--- src/rtl/rv32_mc_control.sv ---
// rv32_mc_control: multi-cycle RV32I control FSM; RV32_MC_ILLEGAL_TRAP_EN sends illegal opcodes to a sticky TRAP
module rv32_mc_control #(
    parameter logic [31:0] RESET_PC = 32'h0000_0000
) (
    input  logic        clock,
    input  logic        reset_n,
    input  logic [31:0] instr,
    input  logic        zero,
    input  logic        lt,
    input  logic        ltu,
    input  logic        mem_ready,
    output logic        mem_req,
    output logic        mem_we,
    output logic [1:0]  mem_size,
    output logic        ir_write,
    output logic        pc_write,
    output logic        tgt_write,
    output logic        reg_write,
    output logic        pc_init,
    output logic [3:0]  alu_ctrl,
    output logic [1:0]  alu_src_a,
    output logic [1:0]  alu_src_b,
    output logic [1:0]  pc_src,
    output logic [1:0]  wb_sel,
    output logic [2:0]  state,
    output logic        illegal
);
    typedef enum logic [2:0] {
        S_RESET  = 3'd0,
        S_FETCH  = 3'd1,
        S_DECODE = 3'd2,
        S_EXEC   = 3'd3,
        S_MEM    = 3'd4,
        S_WB     = 3'd5,
        S_TRAP   = 3'd6
    } state_t;

    localparam logic [6:0] OP_R     = 7'b0110011;
    localparam logic [6:0] OP_I     = 7'b0010011;
    localparam logic [6:0] OP_LD    = 7'b0000011;
    localparam logic [6:0] OP_ST    = 7'b0100011;
    localparam logic [6:0] OP_BR    = 7'b1100011;
    localparam logic [6:0] OP_JAL   = 7'b1101111;
    localparam logic [6:0] OP_JALR  = 7'b1100111;
    localparam logic [6:0] OP_LUI   = 7'b0110111;
    localparam logic [6:0] OP_AUIPC = 7'b0010111;

`ifdef RV32_MC_ILLEGAL_TRAP_EN
    localparam state_t ILL_NX = S_TRAP;
`else
    localparam state_t ILL_NX = S_FETCH;
`endif

    state_t      st, st_nx;
    logic [10:0] key;
    logic [6:0]  op;
    logic [2:0]  f3;
    logic        rd_nz, legal, taken, is_load;
    logic [3:0]  alu_op;
    logic        unused_bits;

    assign key         = {instr[30], instr[14:12], instr[6:0]};
    assign op          = key[6:0];
    assign f3          = key[9:7];
    assign rd_nz       = instr[11:7] != 5'd0;
    assign is_load     = op == OP_LD;
    assign state       = st;
    assign unused_bits = ^{RESET_PC, instr[31], instr[29:15]};

    // Opcode legality and branch condition from the ALU flags
    always_comb begin
        legal = 1'b0;
        case (op)
            OP_R, OP_I, OP_LD, OP_ST, OP_JAL, OP_JALR, OP_LUI, OP_AUIPC: legal = 1'b1;
            OP_BR: legal = f3[2:1] != 2'b01;
            default: legal = 1'b0;
        endcase
        taken = (f3[2] ? (f3[1] ? ltu : lt) : zero) ^ f3[0];
    end

    // ALU operation for R/I arithmetic; bit 30 only selects sub (R-type) and sra
    always_comb begin
        alu_op = 4'd0;
        case (f3)
            3'd0: alu_op = (key[10] && op == OP_R) ? 4'd1 : 4'd0;
            3'd1: alu_op = 4'd7;
            3'd2: alu_op = 4'd4;
            3'd3: alu_op = 4'd5;
            3'd4: alu_op = 4'd6;
            3'd5: alu_op = key[10] ? 4'd9 : 4'd8;
            3'd6: alu_op = 4'd2;
            default: alu_op = 4'd3;
        endcase
    end

    // State register; reset drops any in-flight memory request immediately
    always_ff @(posedge clock or negedge reset_n) begin
        if (!reset_n) st <= S_RESET;
        else          st <= st_nx;
    end

`ifdef RV32_MC_ILLEGAL_TRAP_EN
    // Sticky illegal-instruction flag, cleared only by reset
    always_ff @(posedge clock or negedge reset_n) begin
        if (!reset_n)                     illegal <= 1'b0;
        else if (st == S_DECODE && !legal) illegal <= 1'b1;
    end
`else
    assign illegal = 1'b0;
`endif

    // Next-state and datapath control decode
    always_comb begin
        st_nx     = st;
        mem_req   = 1'b0;
        mem_we    = 1'b0;
        mem_size  = 2'd0;
        ir_write  = 1'b0;
        pc_write  = 1'b0;
        tgt_write = 1'b0;
        reg_write = 1'b0;
        pc_init   = 1'b0;
        alu_ctrl  = 4'd0;
        alu_src_a = 2'd0;
        alu_src_b = 2'd0;
        pc_src    = 2'd0;
        wb_sel    = 2'd0;
        case (st)
            S_RESET: begin
                pc_init = 1'b1;
                st_nx   = S_FETCH;
            end
            S_FETCH: begin
                mem_req   = 1'b1;
                mem_size  = 2'd2;
                alu_src_b = 2'd2;
                ir_write  = mem_ready;
                pc_write  = mem_ready;
                st_nx     = mem_ready ? S_DECODE : S_FETCH;
            end
            S_DECODE: begin
                alu_src_b = 2'd1;
                tgt_write = 1'b1;
                st_nx     = legal ? S_EXEC : ILL_NX;
            end
            S_EXEC: begin
                st_nx = S_FETCH;
                case (op)
                    OP_R: begin
                        alu_src_a = 2'd1;
                        alu_ctrl  = alu_op;
                        st_nx     = S_WB;
                    end
                    OP_I: begin
                        alu_src_a = 2'd1;
                        alu_src_b = 2'd1;
                        alu_ctrl  = alu_op;
                        st_nx     = S_WB;
                    end
                    OP_LUI: begin
                        alu_src_a = 2'd2;
                        alu_src_b = 2'd1;
                        alu_ctrl  = 4'd10;
                        st_nx     = S_WB;
                    end
                    OP_AUIPC: st_nx = S_WB;
                    OP_LD, OP_ST: begin
                        alu_src_a = 2'd1;
                        alu_src_b = 2'd1;
                        st_nx     = S_MEM;
                    end
                    OP_BR: begin
                        alu_src_a = 2'd1;
                        alu_ctrl  = 4'd1;
                        pc_write  = taken;
                        pc_src    = 2'd1;
                    end
                    OP_JAL: begin
                        reg_write = rd_nz;
                        wb_sel    = 2'd2;
                        pc_write  = 1'b1;
                        pc_src    = 2'd1;
                    end
                    OP_JALR: begin
                        alu_src_a = 2'd1;
                        alu_src_b = 2'd1;
                        pc_write  = 1'b1;
                        pc_src    = 2'd2;
                        reg_write = rd_nz;
                        wb_sel    = 2'd2;
                    end
                    default: st_nx = S_FETCH;
                endcase
            end
            S_MEM: begin
                mem_req  = 1'b1;
                mem_we   = op == OP_ST;
                mem_size = f3[1:0];
                st_nx    = mem_ready ? (is_load ? S_WB : S_FETCH) : S_MEM;
            end
            S_WB: begin
                reg_write = rd_nz;
                wb_sel    = is_load ? 2'd1 : 2'd0;
                st_nx     = S_FETCH;
            end
            default: st_nx = st;
        endcase
    end
endmodule
--- config.mk ---
export PLATFORM = sky130hd
export DESIGN_NAME = rv32_mc_control
export DESIGN_NICKNAME = d
export VERILOG_FILES = /design/src/rtl/rv32_mc_control.sv
export SDC_FILE = /design/constraint.sdc
export NUM_CORES = 1
export LEC_CHECK = 0
export ABC_AREA = 1
export CAP_MARGIN = 25
export CORE_ASPECT_RATIO = 0.6
export CORE_MARGIN = 3
export CORE_UTILIZATION = 28
export DETAILED_ROUTE_END_ITERATION = 8
export PLACE_DENSITY_LB_ADDON = 0.12
export SLEW_MARGIN = 20
export SYNTH_ARGS = -nofsm -noshare
export SYNTH_HDL_FRONTEND = slang
export SYNTH_SLANG_ARGS = --single-unit
--- constraint.sdc ---
create_clock -name clock -period 1.42 [get_ports clock]
set_clock_uncertainty 0.15 [all_clocks]
set_input_delay 0.142 -clock clock [delete_from_list [all_inputs] [get_ports clock]]
set_output_delay 0.142 -clock clock [all_outputs]
set_load 0.005 [all_outputs]
# Word-level counts from Yosys, hierarchy flattened
# Cells that the tools add are included.
[totals] reg_bits=3 in_bits=38 out_inout_bits=25 wordCells=71
[op_classes] n_eq_ne=21 mux=33 bitwise=1 reduce_logical=15
[ops] op="4-bit one-hot mux with 7 select lines" count=1
[ops] op="7-bit by 6-bit == test with 1-bit output (second input constant)" count=3
[ops] op="7-bit == test (second input constant)" count=3
[ops] op="2-bit one-hot mux with 2 select lines" count=4
[ops] op="3-bit == test (second input constant)" count=5
[ops] op="3-bit one-hot mux with 5 select lines" count=1
[ops] op="7-bit by 5-bit == test with 1-bit output (second input constant)" count=2
[ops] op="3-bit by 2-bit == test with 1-bit output (second input constant)" count=4
[ops] op="1-bit two-way mux" count=12
[ops] op="4-bit one-hot mux with 3 select lines" count=1
[ops] op="2-bit OR reduction" count=6
[ops] op="2-bit two-way mux" count=5
[ops] op="5-bit nonzero test" count=2
[ops] op="1-bit one-hot mux with 2 select lines" count=4
[ops] op="8-bit OR reduction" count=1
[ops] op="7-bit by 2-bit == test with 1-bit output (second input constant)" count=1
[ops] op="3-bit by 1-bit == test with 1-bit output (second input constant)" count=2
[ops] op="3-bit zero test" count=2
[ops] op="3-bit two-way mux" count=2
[ops] op="2-bit one-hot mux with 3 select lines" count=1
[ops] op="3-bit one-hot mux with 2 select lines" count=1
[ops] op="6-bit OR reduction" count=1
[ops] op="5-bit OR reduction" count=1
[ops] op="4-bit two-way mux" count=1
[ops] op="4 further kinds" count=4

# Longest topological paths before layout
[logic_depth] word_depth=6 ltp_mapped=8 ltp_nobuf=8

# Least setup slack after synthesis
# OpenSTA, ideal clock, no wires.
[synth_timing] path_kind="register -> output" start="reg st[2], in the netlist state[2]" end="out pc_write" arrival_time_ps=1098 setup_slack_ps=30 stages_incl_launch_ff=7 n_path_buf=0 path_cell_list="dfrtp_1 > inv_2 > nand2_1 > nor2_4 > nand3_2 > nand3b_1 > nand2_1"
[synth_between] elab_chain_len=2 elab_cells_between_ends=3 classes_between="eq/ne (2); mux (1)"
[synth_lines] element="start, declared" line="54" rtl="state_t st, st_nx;"
[synth_lines] element="start signal, assigned" line="99" rtl="else st <= st_nx;"
[synth_lines] element="3-bit by 2-bit == test with 1-bit output / 3-bit by 1-bit == test with 1-bit output (equally long branches)" line="128" rtl="case (st)"
[synth_lines] element="1-bit one-hot mux with 2 select lines *" line="128"
[synth_lines] element="end, declared" line="16" rtl="output logic pc_write,"
# Mark *: on every way between the ends. The rest lies on a longest branch, timed or not.

# Worst setup path after layout
[layout_timing] start="reg st[2], in the netlist state[2]" end="out alu_ctrl[0]"
[layout_between] elab_chain_len=2
[layout_lines] element="3-bit by 2-bit == test with 1-bit output" line="128"
[layout_lines] element="4-bit two-way mux" line="128"
[layout_lines] element="end, declared" line="20" rtl="output logic [3:0] alu_ctrl,"
# No other way between the ends.

==> impl_metrics.yaml <==
sta:
  rsz0062_at_grt: "yes"
  holdWs_ns: 0.3082
  finalHoldViolCount: 0
  fmax_ghz: 0.4916
  drv_slew: 0
  setup_tns_ns: -8.864
  min_period_over_period_pct: 143.3
  setup_viol: 25
  fin_crit_ns: 2.034
  worst_slack_ns: -0.6144
final_layout:
  largest_reg_flops: 3
  fin_area_um2: 1714
  finalNonFillerCells: 245
  syn_to_final_growth_pct: 181.9
  fillCellCount: 93
  drive_gt1_share_pct: 57.60
  finish.utilization_pct: 87.82
  finalNetCount: 256
  diodes: 0
routing:
  via_count: 1380
  first_iter_violations: 110
  wire_per_inst_um: 19.60
  wl_um: 4802
  drtAntennaViolNets: 0
  dr.pass1.iters: 4
  vias_per_cell: 5.633
  remaining_drc_errors: 0
yosys:
  yosysSeqAreaShare_pct: 12.35
  yosysUniqueCellTypes: 22
  syn_nets: 152
  yosysWarnings: 0
  synth-seq-cells: 3
  netlist_area_um2: 608.1
  syn_inst: 114
  postSynthAreaPerCell_um2: 5.334
worst_setup_path:
  required_ns: 1.13
  slowest_delay_ns: 0.40
  crit_path_top_delay_cell: "dfrtp_1"
  cp_top_family: "simple AND/OR/NAND/NOR gates"
  cp.buffers_inverters: 3
  worstSetupPathType: "reg2out"
  worstPathCellList: "inv_2, nand2_4, nor2_4, nand4_4, buf_6, nor2_4, nand2_1, nand2_1, buf_2"
  endpoint_kind: "output port"
  crit_path_start_kind: "flip-flop"
  arrival_ns: 1.74
  critPathMaxFanout: 5
die:
  ios: 63
  row_count: 12
  start_util_pct: 31.15
  dieArea_um2: 2785
  core_area_um2: 1952
  die_x_um: 66.16
  die_h_um: 42.10
clock_tree:
  numCtsBuffers: 3
  cts_buffer_depth: 2
  path_clk_slew_ns: 0.05
  cts_root_buf: "clkbuf_4"
  htreeDepth: 1
  clk_latency_ns: 0.26
  cts.sinks: 3
  cts_tree: "yes"
status:
  status: "finished, violations left"
  violations: "setup timing"
min_path:
  min_path_type: "in2reg"
global_route:
  grt_max_degree: 7
  grt_pass1_vias: 1185
  antenna_found_initial: 0
  overflow: 0
  grt_pass1_wl_um: 6182
  grt_usage_pct: 29.34
place:
  gp_congestion: 0.8150
  place_area_um2: 1296
  port_buffers: 45
  dp_cells: 214
  dp_hpwl_um: 2200
pwr:
  p_per_area_nw_per_um2: 584.2
  leakage_uw: 0.0008705
  peakVddDrop_mv: 0.4598
flow_run:
  maxCapViolations: 0
[power breakdown]
group	internal (µW)	switching [µW]	total [µW]
logic	368	349	718
registers	96.5	11.3	108
clock network	107	69.1	176
total	572	430	1000
[metrics by stage]
stage | worst slack (ns) | total power (µW)
floorplan | 0.03022 | 250.9
finish | -0.6144 | 1001
CTS | -0.4206 | 901.2
global route | -0.6320 | 1031
detailed placement | -0.7496 | 545.4
global placement | -0.7300 | 534.9
[cells by family after synthesis]
logic type | share of synthesized area [%]
AO/OA/AOI/OAI | 11.93
buffers and inverters | 12.96
flip-flops | 12.35
other | 0.6167
AND/OR/NAND/NOR | 62.14
[final cells by class]
cell class / count / area (µm²) / share of cell area [%]
Multi-Input combinational cell: 91 / 653.1 / 38.10
Sequential cell: 3 / 75.07 / 4.380
Timing Repair Buffer: 100 / 848.3 / 49.49
Inverter: 19 / 76.32 / 4.453
Clock buffer: 4 / 26.28 / 1.533
Tap cell: 28 / 35.03 / 2.044
[worst register-to-register path, delay by kind of cell, from the launching register on]
kind	cells	cell delay (ns)
flops	1	0.40
simple gates	4	0.39
compound gates	1	0.11
buf+inv	4	0.47
[metal layers]
layer | global-route usage, % | share of wire (%) | up-vias
met2 | 48.13 | 44 | 120
li1 | - | - | 574
met3 | 6.166 | 11 | 39
met5 | 0 | 0 | -
met4 | 10.53 | 6.9 | 0
met1 | 37.58 | 38 | 647
[final timing paths]
check	start	to	slack [ns]	cells after the start
max	state[2]$_DFFE_PN0P_	alu_ctrl[0]	-0.61	9
min	instr[4]	state[0]$_DFFE_PN0P_	0.31	4
max reg2reg	state[2]$_DFFE_PN0P_	state[0]$_DFFE_PN0P_	-0.23	9
min reg2reg	state[0]$_DFFE_PN0P_	state[0]$_DFFE_PN0P_	0.74	5
max in group asynchronous	reset_n	state[0]$_DFFE_PN0P_	0.44	2
min in group asynchronous	reset_n	state[2]$_DFFE_PN0P_	0.51	2
[repair_timing]
action / 4_1_cts / 5_1_grt
hold endpoints to repair: 3 / 0
hold buffers: 1 / 0
endpoints found under the setup margin: 25 / 25
pin swaps: 21 / 5
resized for setup: 155 / 16
buffers inserted: 27 / 8
[synthesized netlist by cell type, drive strengths merged]
master,n,area share (%)
inv,19,12
o21ai,9,7.4
nand4,2,5.6
nand3,14,12
nand2,31,19
buf,1,1.2
nor3b,1,2.1
conb,1,0.62
nor2,22,16
o211ai,2,2.5
nand3b,1,1.2
a22oi,1,1.2
dfrtp,3,12
a21oi,1,0.82
nor3,6,5.8
[placed cells by master, fill, tap and decap left out, types with 3 or more instances in the layout]
cell type,instances
buf_4,33
nand2_1,24
buf_6,23
buf_2,17
clkdlybuf4s50_1,15
nor2_1,10
inv_1,9
inv_2,8
nor2_4,8
nand3_1,8
dlygate4sd2_1,8
nand2_2,5
nand3_4,4
nor2_2,4
o21ai_0,4
o21ai_2,3
nor3_2,3
clkbuf_4,3
dfrtp_1,3
(Power assumes the default switching activity.)
